File: config.mk
export PLATFORM = sky130hd
export DESIGN_NAME = reg_list_sequencer_flat
export DESIGN_NICKNAME = d
export VERILOG_FILES = /design/src/rtl/reg_list_sequencer_if.sv /design/src/rtl/reg_list_sequencer.sv /design/src/flat_wrapper.sv
export SDC_FILE = /design/constraint.sdc
export NUM_CORES = 1
export LEC_CHECK = 0
export BUFFER_PORTS_ARGS = -buffer_cell sky130_fd_sc_hd__buf_2
export CAP_MARGIN = 0
export CORE_UTILIZATION = 51
export CTS_BUF_LIST = sky130_fd_sc_hd__clkbuf_8
export DETAILED_ROUTE_END_ITERATION = 7
export HOLD_SLACK_MARGIN = 0.1
export PLACE_DENSITY_LB_ADDON = 0.3
export SETUP_SLACK_MARGIN = 0.02
export SYNTH_ARGS = -nofsm -noshare
export SYNTH_HDL_FRONTEND = slang
export SYNTH_SLANG_ARGS = --single-unit
File: constraint.sdc
create_clock -name i_clk -period 2.55 [get_ports i_clk]
set_input_delay 0.1275 -clock i_clk [delete_from_list [all_inputs] [get_ports i_clk]]
set_output_delay 0.1275 -clock i_clk [all_outputs]
set_load 0.02 [all_outputs]
File: src/rtl/reg_list_sequencer_if.sv
// Handshake bundle between the instruction decoder (master) and the
// register-list sequencer (slave). Parameters must match the sequencer's.
interface reg_list_sequencer_if #(
  parameter int WIDTH = 16,
  parameter int IDX_W = 4
);
  logic             i_start;
  logic [WIDTH-1:0] i_code;
  logic             i_order;
  logic             i_flush;
  logic             i_ready;
  logic             o_busy;
  logic             o_valid;
  logic [IDX_W-1:0] o_index;
  logic             o_first;
  logic             o_last;
  logic             o_done;
  logic             o_empty;
  logic [IDX_W:0]   o_remaining;

  modport master (
    output i_start, i_code, i_order, i_flush, i_ready,
    input  o_busy, o_valid, o_index, o_first, o_last, o_done, o_empty, o_remaining
  );

  modport slave (
    input  i_start, i_code, i_order, i_flush, i_ready,
    output o_busy, o_valid, o_index, o_first, o_last, o_done, o_empty, o_remaining
  );
endinterface

File: src/rtl/reg_list_sequencer.sv
// Register-list sequencer: latches an LDM/STM-style bitmap and emits the index
// of each set bit, one per accepted beat, ascending (LSB first) or descending.
// Optional beat counter on o_remaining: define REG_LIST_SEQUENCER_COUNT_EN.
module reg_list_sequencer #(
  parameter int WIDTH = 16,
  parameter int IDX_W = 4
) (
  input logic                 i_clk,
  input logic                 i_rst_n,
  reg_list_sequencer_if.slave bus
);

  typedef enum logic {ST_IDLE = 1'b0, ST_RUN = 1'b1} state_t;

  localparam logic [WIDTH-1:0] ONE = {{(WIDTH-1){1'b0}}, 1'b1};

  state_t           r_state, w_state_nxt;
  logic [WIDTH-1:0] r_map, w_map_nxt;
  logic             r_order, w_order_nxt;
  logic             r_first, w_first_nxt;
  logic             r_done, w_done_nxt;
  logic             r_empty, w_empty_nxt;
  logic [IDX_W-1:0] w_index;
  logic [WIDTH-1:0] w_onehot;
  logic             w_last;

  // Lowest set bit position; the last assignment in the loop wins.
  function automatic logic [IDX_W-1:0] f_lowest(input logic [WIDTH-1:0] m);
    logic [IDX_W-1:0] r;
    r = '0;
    for (int k = WIDTH - 1; k >= 0; k--) begin
      if (m[k]) r = IDX_W'(k);
    end
    return r;
  endfunction

  // Highest set bit position; the last assignment in the loop wins.
  function automatic logic [IDX_W-1:0] f_highest(input logic [WIDTH-1:0] m);
    logic [IDX_W-1:0] r;
    r = '0;
    for (int k = 0; k < WIDTH; k++) begin
      if (m[k]) r = IDX_W'(k);
    end
    return r;
  endfunction

  // Current beat comes straight from the held bitmap, so no extra pipeline stage.
  assign w_index  = r_order ? f_lowest(r_map) : f_highest(r_map);
  assign w_onehot = ONE << w_index;
  // Exactly one bit left: non-zero and clearing the lowest bit leaves nothing.
  assign w_last   = (r_map != '0) && ((r_map & (r_map - ONE)) == '0);

  // Next-state and next-register computation; flush overrides everything.
  always_comb begin
    w_state_nxt = r_state;
    w_map_nxt   = r_map;
    w_order_nxt = r_order;
    w_first_nxt = r_first;
    w_done_nxt  = 1'b0;
    w_empty_nxt = 1'b0;
    if (bus.i_flush) begin
      w_state_nxt = ST_IDLE;
      w_map_nxt   = '0;
      w_first_nxt = 1'b0;
    end else begin
      case (r_state)
        ST_IDLE: begin
          if (bus.i_start) begin
            if (bus.i_code != '0) begin
              w_state_nxt = ST_RUN;
              w_map_nxt   = bus.i_code;
              w_order_nxt = bus.i_order;
              w_first_nxt = 1'b1;
            end else begin
              // Empty list completes immediately without issuing beats.
              w_done_nxt  = 1'b1;
              w_empty_nxt = 1'b1;
            end
          end else begin
            w_state_nxt = ST_IDLE;
          end
        end
        ST_RUN: begin
          if (bus.i_ready) begin
            w_map_nxt   = r_map & ~w_onehot;
            w_first_nxt = 1'b0;
            if (w_last) begin
              w_state_nxt = ST_IDLE;
              w_done_nxt  = 1'b1;
            end else begin
              w_state_nxt = ST_RUN;
            end
          end else begin
            w_state_nxt = ST_RUN;
          end
        end
        default: begin
          w_state_nxt = ST_IDLE;
          w_map_nxt   = '0;
          w_first_nxt = 1'b0;
        end
      endcase
    end
  end

  // State and held-list registers.
  always_ff @(posedge i_clk or negedge i_rst_n) begin
    if (!i_rst_n) begin
      r_state <= ST_IDLE;
      r_map   <= '0;
      r_order <= 1'b0;
      r_first <= 1'b0;
      r_done  <= 1'b0;
      r_empty <= 1'b0;
    end else begin
      r_state <= w_state_nxt;
      r_map   <= w_map_nxt;
      r_order <= w_order_nxt;
      r_first <= w_first_nxt;
      r_done  <= w_done_nxt;
      r_empty <= w_empty_nxt;
    end
  end

  assign bus.o_busy  = (r_state == ST_RUN);
  assign bus.o_valid = (r_state == ST_RUN);
  assign bus.o_index = w_index;
  assign bus.o_first = r_first;
  assign bus.o_last  = w_last;
  assign bus.o_done  = r_done;
  assign bus.o_empty = r_empty;

`ifdef REG_LIST_SEQUENCER_COUNT_EN
  logic [IDX_W:0] r_cnt;
  logic           w_load;
  logic           w_accept;

  // Number of set bits in the incoming list.
  function automatic logic [IDX_W:0] f_popcount(input logic [WIDTH-1:0] m);
    logic [IDX_W:0] c;
    c = '0;
    for (int k = 0; k < WIDTH; k++) begin
      c = c + {{IDX_W{1'b0}}, m[k]};
    end
    return c;
  endfunction

  assign w_load   = (r_state == ST_IDLE) && bus.i_start && !bus.i_flush && (bus.i_code != '0);
  assign w_accept = (r_state == ST_RUN) && bus.i_ready && !bus.i_flush;

  // Beats-left counter; reaches zero exactly when the last beat is taken.
  always_ff @(posedge i_clk or negedge i_rst_n) begin
    if (!i_rst_n) begin
      r_cnt <= '0;
    end else if (bus.i_flush) begin
      r_cnt <= '0;
    end else if (w_load) begin
      r_cnt <= f_popcount(bus.i_code);
    end else if (w_accept) begin
      r_cnt <= r_cnt - {{IDX_W{1'b0}}, 1'b1};
    end else begin
      r_cnt <= r_cnt;
    end
  end

  assign bus.o_remaining = r_cnt;
`else
  assign bus.o_remaining = '0;
`endif

endmodule
File: src/flat_wrapper.sv
// flat-port wrapper written by rule: the top's interface ports become plain ports
module reg_list_sequencer_flat 
#(
  parameter int WIDTH = 16,
  parameter int IDX_W = 4
)
  (i_clk, i_rst_n, bus_i_start, bus_i_code, bus_i_order, bus_i_flush, bus_i_ready, bus_o_busy, bus_o_valid, bus_o_index, bus_o_first, bus_o_last, bus_o_done, bus_o_empty, bus_o_remaining);
  reg_list_sequencer_if #(.WIDTH(WIDTH), .IDX_W(IDX_W)) bus_i ();
  input logic i_clk;
  input logic i_rst_n;
  input wire logic [$bits(bus_i.i_start)-1:0] bus_i_start;
  input wire logic [$bits(bus_i.i_code)-1:0] bus_i_code;
  input wire logic [$bits(bus_i.i_order)-1:0] bus_i_order;
  input wire logic [$bits(bus_i.i_flush)-1:0] bus_i_flush;
  input wire logic [$bits(bus_i.i_ready)-1:0] bus_i_ready;
  output wire logic [$bits(bus_i.o_busy)-1:0] bus_o_busy;
  output wire logic [$bits(bus_i.o_valid)-1:0] bus_o_valid;
  output wire logic [$bits(bus_i.o_index)-1:0] bus_o_index;
  output wire logic [$bits(bus_i.o_first)-1:0] bus_o_first;
  output wire logic [$bits(bus_i.o_last)-1:0] bus_o_last;
  output wire logic [$bits(bus_i.o_done)-1:0] bus_o_done;
  output wire logic [$bits(bus_i.o_empty)-1:0] bus_o_empty;
  output wire logic [$bits(bus_i.o_remaining)-1:0] bus_o_remaining;
  assign bus_i.i_start = bus_i_start;
  assign bus_i.i_code = bus_i_code;
  assign bus_i.i_order = bus_i_order;
  assign bus_i.i_flush = bus_i_flush;
  assign bus_i.i_ready = bus_i_ready;
  assign bus_o_busy = bus_i.o_busy;
  assign bus_o_valid = bus_i.o_valid;
  assign bus_o_index = bus_i.o_index;
  assign bus_o_first = bus_i.o_first;
  assign bus_o_last = bus_i.o_last;
  assign bus_o_done = bus_i.o_done;
  assign bus_o_empty = bus_i.o_empty;
  assign bus_o_remaining = bus_i.o_remaining;
  reg_list_sequencer #(.WIDTH(WIDTH), .IDX_W(IDX_W)) u_core (.i_clk(i_clk), .i_rst_n(i_rst_n), .bus(bus_i));
endmodule
Word level (Yosys, flattened, before mapping)
Cells that the tools add are included.

cells by class
  mux-type cells = 56
  eq/ne operators = 3
  shifts and indexed selects = 1
  bitwise operators = 5
  add/sub/neg operators = 1
  reduce and logical (&&, ||, !) cells = 6

operators by type and width
  kind                   count
  $mux 4                 25
  $mux 16                4
  $and 16x16->16         2
  $pmux 16 s2            1
  $reduce_bool 16->1     2
  $mux 1                 17
  $logic_not 16->1       1
  $not 16->16            1
  $shl 1x4->16 const A   1
  $sub 16x1->16 const B  1
  $mux 3                 4
  $ne 3x3->1 const B     2
  $pmux 1 s2             3
  $mux 2                 2
  $reduce_and 4->1       1
  $ne 3x2->1 const B     1
  $reduce_and 3->1       1
  $not 1->1              2
  $logic_and 1x1->1      1

word-level totals
  input bits = 22
  output and inout bits = 15
  flip-flop bits (word level) = 21
  logic and storage cells = 78

Logic depth before layout (Yosys ltp)
  word-level depth = 23
  depth in mapped cells = 8
  mapped depth without buffers = 7

Worst setup path after synthesis
OpenSTA, ideal clock, no wires.

  kind = register to register
  start = register u_core.r_map[4]
  end = register u_core.r_state (netlist: u_core.bus.o_busy)
  path buffers = 1
  slack = 389 ps
  required time = 2432 ps
  arrival = 2043 ps
  stages on the path, launching flop included = 8
  library setup time = 118 ps
  period minus slack after synthesis = 2161 ps
  cells stage by stage = dfrtp_1 -> buf_6 -> or4_4 -> o41ai_2 -> o2111ai_1 -> nor4b_2 -> nand3_1 -> a21o_1

on the way
  word-level cells in the longest chain between the ends = 8
  elaborated cells between the ends (all ways) = 9
  those cells by class = add/sub (1); mux (4); bitwise (1); reduce/logical (3)

RTL lines
  what                    RTL line                   RTL
  from (decl)             reg_list_sequencer.sv:18   logic [WIDTH-1:0] r_map, w_map_nxt;
  from (signal assigned)  reg_list_sequencer.sv:117  r_map <= w_map_nxt;
  $sub 16x1->16           reg_list_sequencer.sv:51   assign w_last = (r_map != '0) && ((r_map & (r_map - ONE)) == '0);
  $and 16x16->16          reg_list_sequencer.sv:51
  $logic_not 16->1        reg_list_sequencer.sv:51
  $logic_and 1x1->1 *     reg_list_sequencer.sv:51
  $mux 1 *                reg_list_sequencer.sv:87   if (w_last) begin
  $mux 1 *                reg_list_sequencer.sv:84   if (bus.i_ready) begin
  $pmux 1 s2 *            reg_list_sequencer.sv:66   case (r_state)
  $mux 1 *                reg_list_sequencer.sv:61   if (bus.i_flush) begin
  via u_core.w_state_nxt  reg_list_sequencer.sv:17   state_t r_state, w_state_nxt;
  to (signal assigned)    reg_list_sequencer.sv:116  r_state <= w_state_nxt;
  to (decl)               reg_list_sequencer.sv:17

Mark *: on every way through the listed nets, which the timed path passes. The rest lies on a longest branch.
A chain may end at the register's enable or synchronous reset.

Worst setup path after layout
  start = register u_core.r_map[2]
  end = output port bus_o_last

on the way
  word-level cells in the longest chain between the ends = 4
  elaborated cells between the ends (all ways) = 5
  those cells by class = add/sub (1); bitwise (1); reduce/logical (3)

RTL lines
  what                 RTL line                  RTL
  $sub 16x1->16        reg_list_sequencer.sv:51
  $and 16x16->16       reg_list_sequencer.sv:51
  $logic_not 16->1     reg_list_sequencer.sv:51
  $logic_and 1x1->1 *  reg_list_sequencer.sv:51
  to (decl)            flat_wrapper.sv:20        output wire logic [$bits(bus_i.o_last)-1:0] bus_o_last;

Every way passes the cells marked *; elsewhere a longest branch is shown, timed or not.

==> results.txt <==
In the synthesized netlist, the cells that appear most often are 21 x sky130_fd_sc_hd__dfrtp_1, 17 x sky130_fd_sc_hd__nor2_1, 16 x sky130_fd_sc_hd__a22o_1. The summed instance area of the synthesized netlist came out at 1670 um^2. The worst setup path is of the register to primary output kind.

The portion of total power attributed to combinational logic is 62.4%. The total via count in the routed design came out at 1755. The number of detailed-route iterations in the first pass is 5. Sequential cells account for 26.5% of the total power.

CTS built an H-tree with a depth of 1. In this run the worst path has a maximum fanout of 5. The worst-case setup slack after placement came out at 0.203 ns.

The data arrival time of the critical path came out at 2.35 ns. The fraction of the mapped netlist area in compound gates came out at 38.2%. The core region is 3080 um^2. The register area came out at 534 um^2. The DRC violation count after routing came out at 0.

The min-delay analysis places its worst path in the category input port to register. The floorplan die width came out at 59.1 um. The static leakage came out at 0.912 nW. The flow ran to the end, and the final reports show no timing, DRC or antenna violations. Setup repair after global routing left no endpoint under its margin.

The initial core utilization is 54.1%. In the final design database the tool counted 251 nets. The wire length after detailed routing is 4890 um. The global placer's final weighted congestion came out at 0.964. The share of async-settable or async-resettable flops after synthesis came out at 100%.

The number of buffers created by CTS is 3. Global routing used 29.5% of the available tracks across all layers. The pin count of the biggest net entering global routing came out at 22. The count of filler cells inserted in the layout came out at 251. The count of placed standard cells in the final layout, fillers left out came out at 272. The initial antenna violation count came to 0. The endpoint identified for the worst register-to-register timing path is u_core.r_map[4]. The clock edge transition at the registers on the reported setup and hold paths is 0.07 ns. The count of endpoints failing setup in the final report came out at 0. The slew of the pin with the lowest slew margin is 0.521 ns. For flop-to-flop paths, the worst setup slack is 0.30 ns. The synthesized design contains 0 enable-type register cells. Of the total power, the share spent switching nets is 46.9%.

For the final routed database, the setup TNS stands at 0 ns. The fmax is 404 MHz. The area growth from synthesis to layout is 21.2%. Sorting the synthesized cells by area gives the leading types as sky130_fd_sc_hd__dfrtp_1 32%, sky130_fd_sc_hd__a22o_1 8.4%, sky130_fd_sc_hd__a31o_2 7.9%, sky130_fd_sc_hd__nor2_1 3.8%, sky130_fd_sc_hd__buf_4 3.2%. The global route total overflow came out at 0. The sum of internal, switching and leakage power is 1.93 mW.

Clock latency on the worst-skew pair, taken at its later pin, is 0.26 ns. The total of buffers placed on input and output ports came out at 31. The synthesized-area fraction occupied by and/or/nand/nor cells came out at 19.4%. Data on the critical path is required at its endpoint by 2.42 ns. The clock tree from TritonCTS is yes. The total count of max-transition violations in the final report is 0.

The portion of netlist area occupied by mux cells came out at 0.676%. The number of global-route vias before repair came out at 1590. After detailed routing, the average wire length per cell comes to 18.0 um.

Of the total power, the clock network draws 11.1%. The slack of the critical path came out at 0.0721 ns. Sequential elements use 31.6% of the synthesized area.

The die covers 3500 um^2. The cell taking the most area after synthesis is sky130_fd_sc_hd__dfrtp_1. Dividing total power by cell area gives a power density of 954 nW/um^2. The synthesized netlist devotes 0% of its cell area to XOR and XNOR gates.

The startpoint identified for the worst register-to-register timing path is u_core.r_map[14]. The count of nets left with antenna violations after detail routing came out at 0. The most instantiated library cell after synthesis is sky130_fd_sc_hd__dfrtp_1. In this run the mean area of a mapped cell was 8.76 um^2. The share of post-route cells with drive strength above 1 is 39.0%.

The number of buffers between clock root and the deepest sink came out at 2. The number of cells produced by synthesis came out at 190. The number of synthesized register bits is 21. After layout, the worst path uses 97.2% of the clock period. The top flip-flop cell by instance count after synthesis is sky130_fd_sc_hd__dfrtp_1. The vertical die dimension is 59.1 um. The reported net switching power came out at 0.904 mW. The count of warnings emitted by yosys came out at 0. The wire length of the first global-routing pass came out at 7700 um.

Following the worst setup path forward leads to its endpoint at bus_o_last. The share of synthesized area in the top cell type comes to 31.6%. The HPWL after detailed placement is 3560 um. The number of I/O pins came out at 37. The number of clock sinks came out at 21.

STA classifies the critical path endpoint as a primary output. The max capacitance violation total is 0. The worst IR drop on VDD came out at 513 uV. The number of endpoints with negative hold slack in the final report is 0. The number of cells in the design after placement is 257. The row count is 20. The headroom to the max-slew limit is 65.2%. The number of design-rule violations left by the first detailed-router iteration is 134. The largest family of logic cells by synthesized area is compound AO/OA/AOI/OAI gates.

The worst setup path is launched from a register. The first element of the critical path is u_core.r_map[2]. The root buffer cell chosen for the clock tree is sky130_fd_sc_hd__clkbuf_8. The worst hold slack came out at 0.113 ns. The count of different cell masters after synthesis is 48.

The number of cells on the worst reg-to-reg path came out at 6. Summing all multi-input logic gate instances after layout gives 1010 um^2. The internal power of the cells totals 1.02 mW. Using the TritonRoute via totals, the vias-per-cell ratio works out to 6.45. The final period demand of the worst path came out at 2.48 ns.

For the final database, setup skew stands at 0.00276 ns. The repair_antennas step left the layout with diodes totalling 0. The adder and majority cell fraction of the synthesized area came out at 0%.
[repair_timing]
item                                    CTS  global route
hold buffers                              2             0
pin swaps                                 1             7
buffers inserted                          2             7
hold endpoints to repair                 22             0
resized for setup                         4             7
endpoints found under the setup margin    1             1
[power by group through the flow]
stage                     registers [mW]  clock network [mW]  logic, mW
after floorplan                    0.442                   0      0.826
after global placement             0.518                   0       1.06
after detailed placement           0.524                   0       1.07
after CTS                          0.508               0.215       1.11
after global routing               0.519               0.224       1.29
final                              0.510               0.214       1.20
[cell usage in the layout, fill, tap and decap left out, types with 2 or more instances in the layout]
cell type,instances
sky130_fd_sc_hd__buf_2,30
sky130_fd_sc_hd__buf_4,21
sky130_fd_sc_hd__nor2_1,17
sky130_fd_sc_hd__a22o_1,16
sky130_fd_sc_hd__a31o_2,15
sky130_fd_sc_hd__dfrtp_1,14
sky130_fd_sc_hd__inv_1,9
sky130_fd_sc_hd__a21oi_1,8
sky130_fd_sc_hd__nor4_1,7
sky130_fd_sc_hd__dfrtp_2,7
sky130_fd_sc_hd__o21ai_0,6
sky130_fd_sc_hd__o31ai_1,6
sky130_fd_sc_hd__nand2_1,6
sky130_fd_sc_hd__conb_1,5
sky130_fd_sc_hd__a31oi_1,4
sky130_fd_sc_hd__or4_4,3
sky130_fd_sc_hd__nand2b_1,3
sky130_fd_sc_hd__a211oi_1,3
sky130_fd_sc_hd__nor2b_1,3
sky130_fd_sc_hd__a221oi_1,3
sky130_fd_sc_hd__clkbuf_8,3
sky130_fd_sc_hd__nor4_2,2
sky130_fd_sc_hd__o21a_1,2
sky130_fd_sc_hd__o2111ai_1,2
sky130_fd_sc_hd__or4_1,2
sky130_fd_sc_hd__nand3_1,2
sky130_fd_sc_hd__o22ai_1,2
sky130_fd_sc_hd__a21o_1,2
sky130_fd_sc_hd__o31a_1,2
sky130_fd_sc_hd__dlygate4sd3_1,2
[routing by layer]
metal	track usage [%]	part of all wire, %	wire [um]	vias up
met2	46.4	47	2290	90
met3	2.84	6.6	322	14
li1	-	-	-	812
met4	10.5	2.0	96	0
met5	0	0	0	-
met1	42.1	45	2190	839
[logic make-up (layout without fill, tap and decap cells)]
kind of cell | after synthesis | count (layout)
compound gates | 81 | 81
simple gates | 54 | 54
buf+inv | 32 | 66
flops | 21 | 21
other cells | 1 | 5
mux | 1 | 1
[worst min-delay path by stage]
stage                      from                 end  slack, ns  cells after the start
global route        bus_i_order      u_core.r_order       0.11                      2
floorplan               i_rst_n   u_core.bus.o_busy      -0.17                      0
finish              bus_i_order      u_core.r_order       0.11                      2
detailed placement      i_rst_n  u_core.bus.o_first       0.11                      1
global placement        i_rst_n  u_core.bus.o_first        0.1                      1
CTS                 bus_i_order      u_core.r_order       0.11                      2
[registers in the layout, indices dropped and copies added, names as in the netlist]
register and flops:
u_core.bus.o_done 1, u_core.r_map 16, u_core.r_order 1, u_core.bus.o_first 1
u_core.bus.o_busy 1, u_core.bus.o_empty 1
[cell type report]
| type | instances | share of cell area [%] |
|---|---|---|
| clock buffers | 3 | 2.05 |
| flip-flops and latches | 21 | 26.5 |
| repair buffers | 54 | 16.8 |
| inverters | 8 | 1.49 |
| well taps | 44 | 2.73 |
| clock inverters | 1 | 0.186 |
| multi-input cells | 141 | 50.3 |
[critical path, cell delays in order (launching register included)]
cell                        delay, ns
sky130_fd_sc_hd__dfrtp_2         0.44
sky130_fd_sc_hd__or4_4           0.53
sky130_fd_sc_hd__o41ai_2         0.30
sky130_fd_sc_hd__o2111ai_1       0.17
sky130_fd_sc_hd__nor4b_2         0.34
sky130_fd_sc_hd__and2_1          0.19
sky130_fd_sc_hd__buf_6           0.12
[stage by stage]
stage / cell area (um^2) / util [%]
after floorplan: 1680 / -
after global placement: 1850 / 60.2
after detailed placement: 1850 / 60.2
after CTS: 1940 / 63.1
after global routing: 2020 / 65.6
final: 2020 / 65.6
(Power assumes the default switching activity.)
